<file path="src/rtl/hazard_unit_pkg.sv">
// Shared definitions for the hazard unit: forwarding select codes,
// multiplier-tracker state codes and the register-match rule.
package hazard_unit_pkg;

    localparam logic [1:0] FWD_RF      = 2'b00;
    localparam logic [1:0] FWD_W       = 2'b01;
    localparam logic [1:0] FWD_M_ALU   = 2'b10;
    localparam logic [1:0] FWD_M_HILO  = 2'b11;

    typedef enum logic {
        TRK_IDLE = 1'b0,
        TRK_BUSY = 1'b1
    } trk_state_e;

    // Register $0 is hard-wired to zero, so it never creates a dependency.
    function automatic logic reg_match(input logic [4:0] a, input logic [4:0] b);
        return (a == b) && (a != 5'd0);
    endfunction

endpackage

</file>
<file path="src/rtl/hazard_unit_if.sv">
// Control-unit <-> hazard-unit bundle. master = control/pipeline side, slave = hazard unit.
// Handshake: none; every signal is a level that is valid for the whole cycle it is presented in.
interface hazard_unit_if
    import hazard_unit_pkg::*;
#(
    parameter int CNT_W = 32
) ();
    logic [4:0]       rsD, rtD, rsE, rtE;
    logic [4:0]       rf_waE, rf_waM, rf_waW;
    logic             we_regE, we_regM, we_regW;
    logic             dm2regE, dm2regM, sf2regM;
    logic             branchD, jrD, sf2regD;
    logic             mult_enableD, mult_enableE;

    logic             StallF, StallD, FlushE;
    logic             ForwardAD, ForwardBD;
    logic [1:0]       ForwardAE, ForwardBE;
    logic             mult_busy;
    logic [CNT_W-1:0] stall_cycles;
    trk_state_e       trk_state;

    modport master (
        output rsD, rtD, rsE, rtE, rf_waE, rf_waM, rf_waW,
               we_regE, we_regM, we_regW, dm2regE, dm2regM, sf2regM,
               branchD, jrD, sf2regD, mult_enableD, mult_enableE,
        input  StallF, StallD, FlushE, ForwardAD, ForwardBD,
               ForwardAE, ForwardBE, mult_busy, stall_cycles, trk_state
    );

    modport slave (
        input  rsD, rtD, rsE, rtE, rf_waE, rf_waM, rf_waW,
               we_regE, we_regM, we_regW, dm2regE, dm2regM, sf2regM,
               branchD, jrD, sf2regD, mult_enableD, mult_enableE,
        output StallF, StallD, FlushE, ForwardAD, ForwardBD,
               ForwardAE, ForwardBE, mult_busy, stall_cycles, trk_state
    );
endinterface

</file>
<file path="src/rtl/hazard_mult_tracker.sv">
// Tracks an in-flight multi-cycle multiply: busy from the cycle after mult
// leaves E until HI/LO are valid (MULT_LAT cycles in total).
module hazard_mult_tracker
    import hazard_unit_pkg::*;
#(
    parameter int MULT_LAT = 4
) (
    input  logic       i_clk,
    input  logic       i_rst_n,
    input  logic       i_mult_enable,
    output logic       o_busy,
    output trk_state_e o_state
);
    localparam int       CW     = (MULT_LAT > 1) ? $clog2(MULT_LAT) : 1;
    localparam bit       LAT_EN = (MULT_LAT > 0);
    localparam logic [CW-1:0] LOAD = (MULT_LAT > 0) ? CW'(MULT_LAT - 1) : '0;

    trk_state_e    r_state;
    logic [CW-1:0] r_cnt;

    always_ff @(posedge i_clk or negedge i_rst_n) begin
        if (!i_rst_n) begin
            r_state <= TRK_IDLE;
            r_cnt   <= '0;
        end else begin
            case (r_state)
                TRK_IDLE: begin
                    if (i_mult_enable && LAT_EN) begin
                        r_state <= TRK_BUSY;
                        r_cnt   <= LOAD;
                    end
                end
                TRK_BUSY: begin
                    // A new mult here should have been stalled; restart the count anyway.
                    if (i_mult_enable) begin
                        r_cnt <= LOAD;
                    end else if (r_cnt == '0) begin
                        r_state <= TRK_IDLE;
                    end else begin
                        r_cnt <= r_cnt - 1'b1;
                    end
                end
                default: begin
                    r_state <= TRK_IDLE;
                    r_cnt   <= '0;
                end
            endcase
        end
    end

    assign o_busy  = (r_state == TRK_BUSY);
    assign o_state = r_state;

endmodule

</file>
<file path="src/rtl/hazard_unit.sv">
// Pipeline hazard unit: forwarding selects, load-use/branch/multiply stalls,
// and a saturating count of stalled cycles.
module hazard_unit
    import hazard_unit_pkg::*;
#(
    parameter int MULT_LAT = 4,
    parameter int CNT_W    = 32
) (
    input  logic          clk,
    input  logic          rst,
    hazard_unit_if.slave  hz
);
    localparam bit LAT_EN = (MULT_LAT > 0);

    logic             w_mult_busy;
    logic             w_mult_pend;
    logic             w_lw_stall;
    logic             w_br_stall;
    logic             w_md_stall;
    logic             w_stall;
    logic             w_rs_dep;
    logic             w_rt_dep;
    logic [CNT_W-1:0] r_stall_cycles;

    // M-stage match wins over W so the youngest producer is forwarded.
    function automatic logic [1:0] fwd_sel(input logic [4:0] src, input logic [4:0] wa_m,
                                           input logic [4:0] wa_w, input logic we_m,
                                           input logic we_w, input logic sf_m);
        if (we_m && reg_match(src, wa_m)) return sf_m ? FWD_M_HILO : FWD_M_ALU;
        if (we_w && reg_match(src, wa_w)) return FWD_W;
        return FWD_RF;
    endfunction

    assign hz.ForwardAE = fwd_sel(hz.rsE, hz.rf_waM, hz.rf_waW, hz.we_regM, hz.we_regW, hz.sf2regM);
    assign hz.ForwardBE = fwd_sel(hz.rtE, hz.rf_waM, hz.rf_waW, hz.we_regM, hz.we_regW, hz.sf2regM);

    assign hz.ForwardAD = hz.we_regM && reg_match(hz.rsD, hz.rf_waM) && !hz.dm2regM && !hz.sf2regM;
    assign hz.ForwardBD = hz.we_regM && reg_match(hz.rtD, hz.rf_waM) && !hz.dm2regM && !hz.sf2regM;

    assign w_lw_stall = hz.dm2regE && hz.we_regE &&
                        (reg_match(hz.rsD, hz.rf_waE) || reg_match(hz.rtD, hz.rf_waE));

    // D-stage compares need the operand now: producer still in E, or in M but not from the ALU.
    assign w_rs_dep = (hz.we_regE && reg_match(hz.rsD, hz.rf_waE)) ||
                      ((hz.dm2regM || hz.sf2regM) && reg_match(hz.rsD, hz.rf_waM));
    assign w_rt_dep = (hz.we_regE && reg_match(hz.rtD, hz.rf_waE)) ||
                      ((hz.dm2regM || hz.sf2regM) && reg_match(hz.rtD, hz.rf_waM));
    assign w_br_stall = (hz.branchD && (w_rs_dep || w_rt_dep)) || (hz.jrD && w_rs_dep);

    assign w_mult_pend = w_mult_busy || (hz.mult_enableE && LAT_EN);
    assign w_md_stall  = w_mult_pend && (hz.sf2regD || hz.mult_enableD);

    assign w_stall   = w_lw_stall | w_br_stall | w_md_stall;
    assign hz.StallF = w_stall;
    assign hz.StallD = w_stall;
    assign hz.FlushE = w_stall;

    hazard_mult_tracker #(.MULT_LAT(MULT_LAT)) u_mult_tracker (
        .i_clk         (clk),
        .i_rst_n       (rst),
        .i_mult_enable (hz.mult_enableE),
        .o_busy        (w_mult_busy),
        .o_state       (hz.trk_state)
    );
    assign hz.mult_busy = w_mult_busy;

    always_ff @(posedge clk or negedge rst) begin
        if (!rst) begin
            r_stall_cycles <= '0;
        end else if (w_stall && (r_stall_cycles != '1)) begin
            r_stall_cycles <= r_stall_cycles + 1'b1;
        end
    end
    assign hz.stall_cycles = r_stall_cycles;

endmodule

</file>
<file path="src/flat_wrapper.sv">
// flat-port wrapper written by rule: the top's interface ports become plain ports
module hazard_unit_flat import hazard_unit_pkg::*;
#(
    parameter int MULT_LAT = 4,
    parameter int CNT_W    = 32
)
  (clk, rst, hz_rsD, hz_rtD, hz_rsE, hz_rtE, hz_rf_waE, hz_rf_waM, hz_rf_waW, hz_we_regE, hz_we_regM, hz_we_regW, hz_dm2regE, hz_dm2regM, hz_sf2regM, hz_branchD, hz_jrD, hz_sf2regD, hz_mult_enableD, hz_mult_enableE, hz_StallF, hz_StallD, hz_FlushE, hz_ForwardAD, hz_ForwardBD, hz_ForwardAE, hz_ForwardBE, hz_mult_busy, hz_stall_cycles, hz_trk_state);
  hazard_unit_if #(.CNT_W(CNT_W)) hz_i ();
  input  logic clk;
  input  logic rst;
  input wire logic [$bits(hz_i.rsD)-1:0] hz_rsD;
  input wire logic [$bits(hz_i.rtD)-1:0] hz_rtD;
  input wire logic [$bits(hz_i.rsE)-1:0] hz_rsE;
  input wire logic [$bits(hz_i.rtE)-1:0] hz_rtE;
  input wire logic [$bits(hz_i.rf_waE)-1:0] hz_rf_waE;
  input wire logic [$bits(hz_i.rf_waM)-1:0] hz_rf_waM;
  input wire logic [$bits(hz_i.rf_waW)-1:0] hz_rf_waW;
  input wire logic [$bits(hz_i.we_regE)-1:0] hz_we_regE;
  input wire logic [$bits(hz_i.we_regM)-1:0] hz_we_regM;
  input wire logic [$bits(hz_i.we_regW)-1:0] hz_we_regW;
  input wire logic [$bits(hz_i.dm2regE)-1:0] hz_dm2regE;
  input wire logic [$bits(hz_i.dm2regM)-1:0] hz_dm2regM;
  input wire logic [$bits(hz_i.sf2regM)-1:0] hz_sf2regM;
  input wire logic [$bits(hz_i.branchD)-1:0] hz_branchD;
  input wire logic [$bits(hz_i.jrD)-1:0] hz_jrD;
  input wire logic [$bits(hz_i.sf2regD)-1:0] hz_sf2regD;
  input wire logic [$bits(hz_i.mult_enableD)-1:0] hz_mult_enableD;
  input wire logic [$bits(hz_i.mult_enableE)-1:0] hz_mult_enableE;
  output wire logic [$bits(hz_i.StallF)-1:0] hz_StallF;
  output wire logic [$bits(hz_i.StallD)-1:0] hz_StallD;
  output wire logic [$bits(hz_i.FlushE)-1:0] hz_FlushE;
  output wire logic [$bits(hz_i.ForwardAD)-1:0] hz_ForwardAD;
  output wire logic [$bits(hz_i.ForwardBD)-1:0] hz_ForwardBD;
  output wire logic [$bits(hz_i.ForwardAE)-1:0] hz_ForwardAE;
  output wire logic [$bits(hz_i.ForwardBE)-1:0] hz_ForwardBE;
  output wire logic [$bits(hz_i.mult_busy)-1:0] hz_mult_busy;
  output wire logic [$bits(hz_i.stall_cycles)-1:0] hz_stall_cycles;
  output wire logic [$bits(hz_i.trk_state)-1:0] hz_trk_state;
  assign hz_i.rsD = hz_rsD;
  assign hz_i.rtD = hz_rtD;
  assign hz_i.rsE = hz_rsE;
  assign hz_i.rtE = hz_rtE;
  assign hz_i.rf_waE = hz_rf_waE;
  assign hz_i.rf_waM = hz_rf_waM;
  assign hz_i.rf_waW = hz_rf_waW;
  assign hz_i.we_regE = hz_we_regE;
  assign hz_i.we_regM = hz_we_regM;
  assign hz_i.we_regW = hz_we_regW;
  assign hz_i.dm2regE = hz_dm2regE;
  assign hz_i.dm2regM = hz_dm2regM;
  assign hz_i.sf2regM = hz_sf2regM;
  assign hz_i.branchD = hz_branchD;
  assign hz_i.jrD = hz_jrD;
  assign hz_i.sf2regD = hz_sf2regD;
  assign hz_i.mult_enableD = hz_mult_enableD;
  assign hz_i.mult_enableE = hz_mult_enableE;
  assign hz_StallF = hz_i.StallF;
  assign hz_StallD = hz_i.StallD;
  assign hz_FlushE = hz_i.FlushE;
  assign hz_ForwardAD = hz_i.ForwardAD;
  assign hz_ForwardBD = hz_i.ForwardBD;
  assign hz_ForwardAE = hz_i.ForwardAE;
  assign hz_ForwardBE = hz_i.ForwardBE;
  assign hz_mult_busy = hz_i.mult_busy;
  assign hz_stall_cycles = hz_i.stall_cycles;
  assign hz_trk_state = hz_i.trk_state;
  hazard_unit #(.MULT_LAT(MULT_LAT), .CNT_W(CNT_W)) u_core (.clk(clk), .rst(rst), .hz(hz_i));
endmodule
</file>
<file path="config.mk">
export PLATFORM = sky130hd
export DESIGN_NAME = hazard_unit_flat
export DESIGN_NICKNAME = d
export VERILOG_FILES = /design/src/rtl/hazard_unit_pkg.sv /design/src/rtl/hazard_unit_if.sv /design/src/rtl/hazard_mult_tracker.sv /design/src/rtl/hazard_unit.sv /design/src/flat_wrapper.sv
export SDC_FILE = /design/constraint.sdc
export NUM_CORES = 1
export LEC_CHECK = 0
export ABC_AREA = 0
export BUFFER_PORTS_ARGS = -buffer_cell sky130_fd_sc_hd__buf_2
export CAP_MARGIN = 20
export CORE_MARGIN = 2
export CORE_UTILIZATION = 45
export DETAILED_ROUTE_END_ITERATION = 16
export GPL_TIMING_DRIVEN = 0
export PLACE_DENSITY = 0.72
export SLEW_MARGIN = 30
export SYNTH_ARGS = -nofsm -noshare
export SYNTH_HDL_FRONTEND = slang
export SYNTH_HIERARCHICAL = 1
export SYNTH_SLANG_ARGS = --single-unit
</file>
<file path="constraint.sdc">
create_clock -name clk -period 3.3 [get_ports clk]
set_clock_uncertainty 0.1 [all_clocks]
set_input_delay 0.165 -clock clk [delete_from_list [all_inputs] [get_ports clk]]
set_output_delay 0.165 -clock clk [all_outputs]
set_load 0.005 [all_outputs]
</file>
* After elaboration in Yosys (flattened, before gate mapping) *
Cells that the tools add are included.

cells by class
  add/sub/neg operators = 2
  bitwise operators = 3
  magnitude comparators = 0
  reduce and logical (&&, ||, !) cells = 44
  div/mod/pow operators = 0
  muxes and demuxes = 23
  multipliers = 0
  shift-type cells = 0
  eq/ne operators = 11

operator list
  kind                                                                number
  5-bit == test                                                       8
  32-bit by 1-bit adder with 32-bit output, second input constant     1
  32-bit != test, second input constant                               1
  1-bit logical AND                                                   28
  2-bit 2-to-1 mux                                                    11
  5-bit nonzero test                                                  4
  1-bit 2-to-1 mux                                                    10
  1-bit logical OR                                                    8
  2-bit one-hot mux with 2 select lines                               1
  3-bit != test, second input constant                                1
  1-bit zero test                                                     2
  2-bit zero test                                                     1
  2-bit != test, second input constant                                1
  1-bit bitwise OR                                                    2
  1-bit one-hot mux with 2 select lines                               1
  2-bit AND reduction                                                 1
  2-bit by 1-bit subtractor with 2-bit output, second input constant  1
  1-bit NOT                                                           1

storage, ports and cells
  output and inout port bits = 43
  memories kept = 0
  word-level logic and storage cells = 86
  RAM bits = 0
  latch bits = 0
  ROM bits = 0
  bits in registers = 35
  bits of input ports = 48

* Logic depth before layout (Yosys ltp) *
  word-level depth = 10
  depth in mapped cells = 9
  mapped depth without buffers = 8

* Cells and area by module *
Netlist, hierarchy kept.

modules (own cells, without submodules)
  module               times used  seq. area each (um^2)  area each (um^2)  cells an instance
  hazard_unit          1           800.8                  2205.9            232
  hazard_mult_tracker  1           75.1                   160.2             15

* Worst setup path after synthesis *
OpenSTA, ideal clock, no wires.

  kind = reg-to-reg
  from = reg u_core.r_stall_cycles[0], in the netlist u_core/hz.stall_cycles[0]
  to = reg u_core.r_stall_cycles[21], in the netlist u_core/hz.stall_cycles[21]
  setup time = 132 ps
  clock period less this slack = 2356 ps
  setup slack = 944 ps
  path buffers = 1
  data arrival time = 2124 ps
  cell stages (with the launch flop) = 10
  cell sequence = dfrtp_1 ha_1 and3_1 and3_1 nand3_1 or3_4 nor3_4 buf_6 nor3_1 xor2_1

on the way
  longest elaborated chain between the ends = 2
  elaborated cells between the ends (all ways) = 3

ends and longest elaborated chain
  element                                                                                           RTL line           text
  from (decl)                                                                                       hazard_unit.sv:23  logic [CNT_W-1:0] r_stall_cycles;
  from (signal assigned)                                                                            hazard_unit.sv:71  r_stall_cycles <= r_stall_cycles + 1'b1;
  parallel branches: the longest is 2 deep, another holds 32-bit by 1-bit adder with 32-bit output  --

Parallel ways; which one is timed is not known.
A chain may end at the register's enable or synchronous reset.

* Worst setup path after layout *
  from = in hz_rsD[1]
  to = out hz_StallF

on the way
  longest elaborated chain between the ends = 9
  elaborated cells between the ends (all ways) = 16

ends and longest elaborated chain
  element                                              RTL line                              text
  from (decl)                                          flat_wrapper.sv:11                    input wire logic [$bits(hz_i.rsD)-1:0] hz_rsD;
  5-bit == test or 5-bit nonzero test (tied branches)  hazard_unit_pkg.sv:17                 return (a == b) && (a != 5'd0);
  1-bit logical AND                                    hazard_unit_pkg.sv:17
  1-bit logical AND, on equally long branches          hazard_unit.sv:44, hazard_unit.sv:45
  1-bit logical OR                                     hazard_unit.sv:44                     assign w_rs_dep = (hz.we_regE && reg_match(hz.rsD, hz.rf_waE)) ||
  1-bit logical OR                                     hazard_unit.sv:48                     assign w_br_stall = (hz.branchD && (w_rs_dep || w_rt_dep)) || (hz.jrD && w_rs_dep);
  1-bit logical AND                                    hazard_unit.sv:48
  1-bit logical OR                                     hazard_unit.sv:48
  1-bit bitwise OR * (2 in a row)                      hazard_unit.sv:53                     assign w_stall = w_lw_stall | w_br_stall | w_md_stall;
  to (decl)                                            flat_wrapper.sv:29                    output wire logic [$bits(hz_i.StallF)-1:0] hz_StallF;

Mark *: on every way between the ends. The rest lies on a longest branch, timed or not.

==> flow_summary_export.csv <==
group,metric,value,unit
logic_synthesis,synth_warnings,6,
final_layout,drive_gt1_share,32.7,%
die,die_area,5850,µm²
clocking,cts_tree,"built",
setup_path,slowest_stage,"or4_1",
logic_synthesis,avgSynthCellArea,9.58,µm²
logic_synthesis,ys_ff_latch,35,
final_layout,final_nets,395,
routing,first_pass_iters,4,
sta,setup_violations,0,
sta,timing.fmax,361,MHz
logic_synthesis,yosys.area.top_type,"dfrtp_1",
logic_synthesis,yosysMostFrequentCell,"xor2_1",
die,die_w,76.5,µm
grt,grt_pass1_wl,9.04,mm
routing,avgRoutedWirePerCell,13.0,µm
power_and_ir_drop,leakage,0.00148,µW
clocking,clockBufferDepth,2,
sta,final.setup.tns,0,ns
sta,rsz0062_at_grt,"false",
logic_synthesis,synth_cell_type_count,38,
flow_run,maxCapViolations,0,
logic_synthesis,synth_flop_cell,"dfrtp_1",
clocking,path_clk_slew,0.07,ns
grt,grt_max_degree,36,
logic_synthesis,syn-num-nets,297,
clocking,cts_resized,0,
setup_path,crit_fanout,10,
run_status,run_status,"complete, no violations",
grt,grt-ovfl-total,0,
setup_path,critPathBufInv,5,
setup_path,crit_type,"in2out",
placement,finalWeightedCongestion,0.817,
die,initial_utilization,46.6,%
sta,drv_slew,0,
setup_path,cp.required,3.03,ns
sta,worst_slew_pin_slew,0.765,ns
final_layout,syn_to_final_growth,28.8,%
setup_path,path_cells,"buf_2, or4_1, nor2_1, nor4_1, a31oi_1, o221ai_1, a21oi_2, clkbuf_1, inv_1, buf_4, buf_2",
power_and_ir_drop,ir_drop,0.216,mV
die,row_count,26,
logic_synthesis,synthTopCellsByArea,"dfrtp_1 (37%), xor2_1 (15%), xnor2_1 (10%), nor4_1 (4.2%), nand2_1 (3.0%)",
logic_synthesis,async_flop_share,100,%
routing,drt-total-wl,5.40,mm
logic_synthesis,syn_area,2370,µm²
final_layout,multi_input_area,1400,µm²
final_layout,regArea,876,µm²
grt,grtUsageMet2,31.8,%
sta,min_period,2.77,ns
routing,drt-initial-drc-count,89,
clocking,htree_levels,2,
sta,slew_headroom,49.0,%
die,core_area,5070,µm²
setup_path,endpoint_kind,"output port",
final_layout,fill_cells,478,
placement,portBuffers,90,
grt,grt_util_met3,4.38,%
setup_path,path_depth,11,
sta,whs,0.0464,ns
placement,dpl.hpwl,4.23,mm
setup_path,crit_path_max_incr_delay,0.52,ns
die,io_pins,91,
logic_synthesis,synth-edff-count,0,
routing,ant_nets,0,
worst_hold_path,hold_depth,2,
grt,grt_use_met1,23.9,%
grt,grt_pass1_vias,1965,
logic_synthesis,synth.top_cell.area_share,37.0,%
sta,finalHoldViolations,0,
worst_hold_path,hp-class,"in2reg",
clocking,worst_skew_pair.late_latency,0.29,ns
clocking,cts_sinks,35,
grt,antenna_found_initial,0,
clocking,clockRootBuffer,"clkbuf_8",
final_layout,antenna_cells,0,
setup_path,cp-start-kind,"primary input",
logic_synthesis,synthTopCellsByCount,"xor2_1 (40), dfrtp_1 (35), xnor2_1 (28)",
setup_path,worstPathArrival,2.50,ns
routing,drc,0,
setup_path,r2r_cells,9,
power_and_ir_drop,powerDensity,464,nW/µm²
grt,top_usage_layer,"met2",
grt,grt_usage,18.9,%
logic_synthesis,syn_inst,247,
clocking,cts_made_buffers,5,
setup_path,crit_family,"buffers and inverters",
setup_path,cpMostUsedCell,"buf_2",
logic_synthesis,yosysSeqAreaShare,37.0,%
sta,period_share,83.9,%
die,die_y,76.5,µm
routing,vias,2127,
routing,avgViaCountPerCell,5.11,
flip-flops by register name, indices dropped and copies added, names as in the netlist:
name,flops
u_core/hz.stall_cycles,32
u_core/u_mult_tracker/o_busy,1
u_core/u_mult_tracker/r_cnt,2
kinds of logic after synthesis:
family / share of synthesized area [%]
compound gates: 2.75
xor+xnor: 25.2
fa+ha+maj: 1.06
buf+inv: 4.02
flops: 37.0
mux: 1.90
simple gates: 28.1
per-stage QoR:
step	worst slack, ns	instance area [µm²]	utilization, %	total power [µW]	std cells
finish	0.531	3050	60.0	1410	416
global route	0.336	3050	60.0	1500	416
CTS	0.552	3050	60.0	1430	416
detailed placement	0.564	2900	57.2	967	407
global placement	0.588	2900	57.2	951	407
floorplan	0.944	2370	-	784	247
power breakdown:
group | switching, µW | internal, µW
Sequential | 79.1 | 509
Combinational | 178 | 191
Clock | 153 | 302
Total | 411 | 1000
cell type report:
type / count / share of cell area, %
clock buffers: 6 / 2.38
repair buffers: 91 / 15.1
plain buffers: 8 / 2.01
inverters: 9 / 1.11
flip-flops and latches: 35 / 28.7
well taps: 70 / 2.87
multi-input cells: 195 / 45.8
clock inverters: 2 / 1.97
layout by cell type (no fill, tap or decap), types with 6 or more instances in the layout:
| master | synthesis | layout |
|---|---|---|
| xor2_1 | 40 | 40 |
| or4_1 | 7 | 7 |
| dfrtp_1 | 35 | 35 |
| buf_2 | 1 | 91 |
| nor2_1 | 9 | 9 |
| and3_1 | 9 | 9 |
| inv_1 | 9 | 9 |
| xnor2_1 | 28 | 28 |
| nand3_1 | 10 | 10 |
| nand2_1 | 19 | 19 |
| nand4_1 | 6 | 6 |
| nor3_1 | 11 | 11 |
| nor4_1 | 16 | 16 |
repair_timing:
item                                   4_1_cts  5_1_grt
buffers inserted                             0        0
hold buffers                                 1        0
endpoints found under the hold margin       35        0
path summary, 6_finish.rpt:
| kind | start | endpoint | slack [ns] |
|---|---|---|---|
| worst max-delay path | hz_rsD[1] | hz_StallF | 0.53 |
| worst min-delay path | hz_mult_enableE | u_core/u_mult_tracker/o_busy | 0.05 |
| worst max register to register | u_core/hz.stall_cycles[0] | u_core/hz.stall_cycles[25] | 0.58 |
| worst min register to register | u_core/hz.stall_cycles[8] | u_core/hz.stall_cycles[8] | 0.38 |
| max in group asynchronous | rst | u_core/hz.stall_cycles[30] | 2.22 |
| min in group asynchronous | rst | u_core/hz.stall_cycles[17] | 0.39 |
metal layers:
layer,vias to the layer above,share of wire [%]
li1,1063,-
met1,988,45
met2,68,49
met3,8,5.4
met4,0,1.4
met5,-,0
No activity file was read; power rests on OpenSTA's default activity.
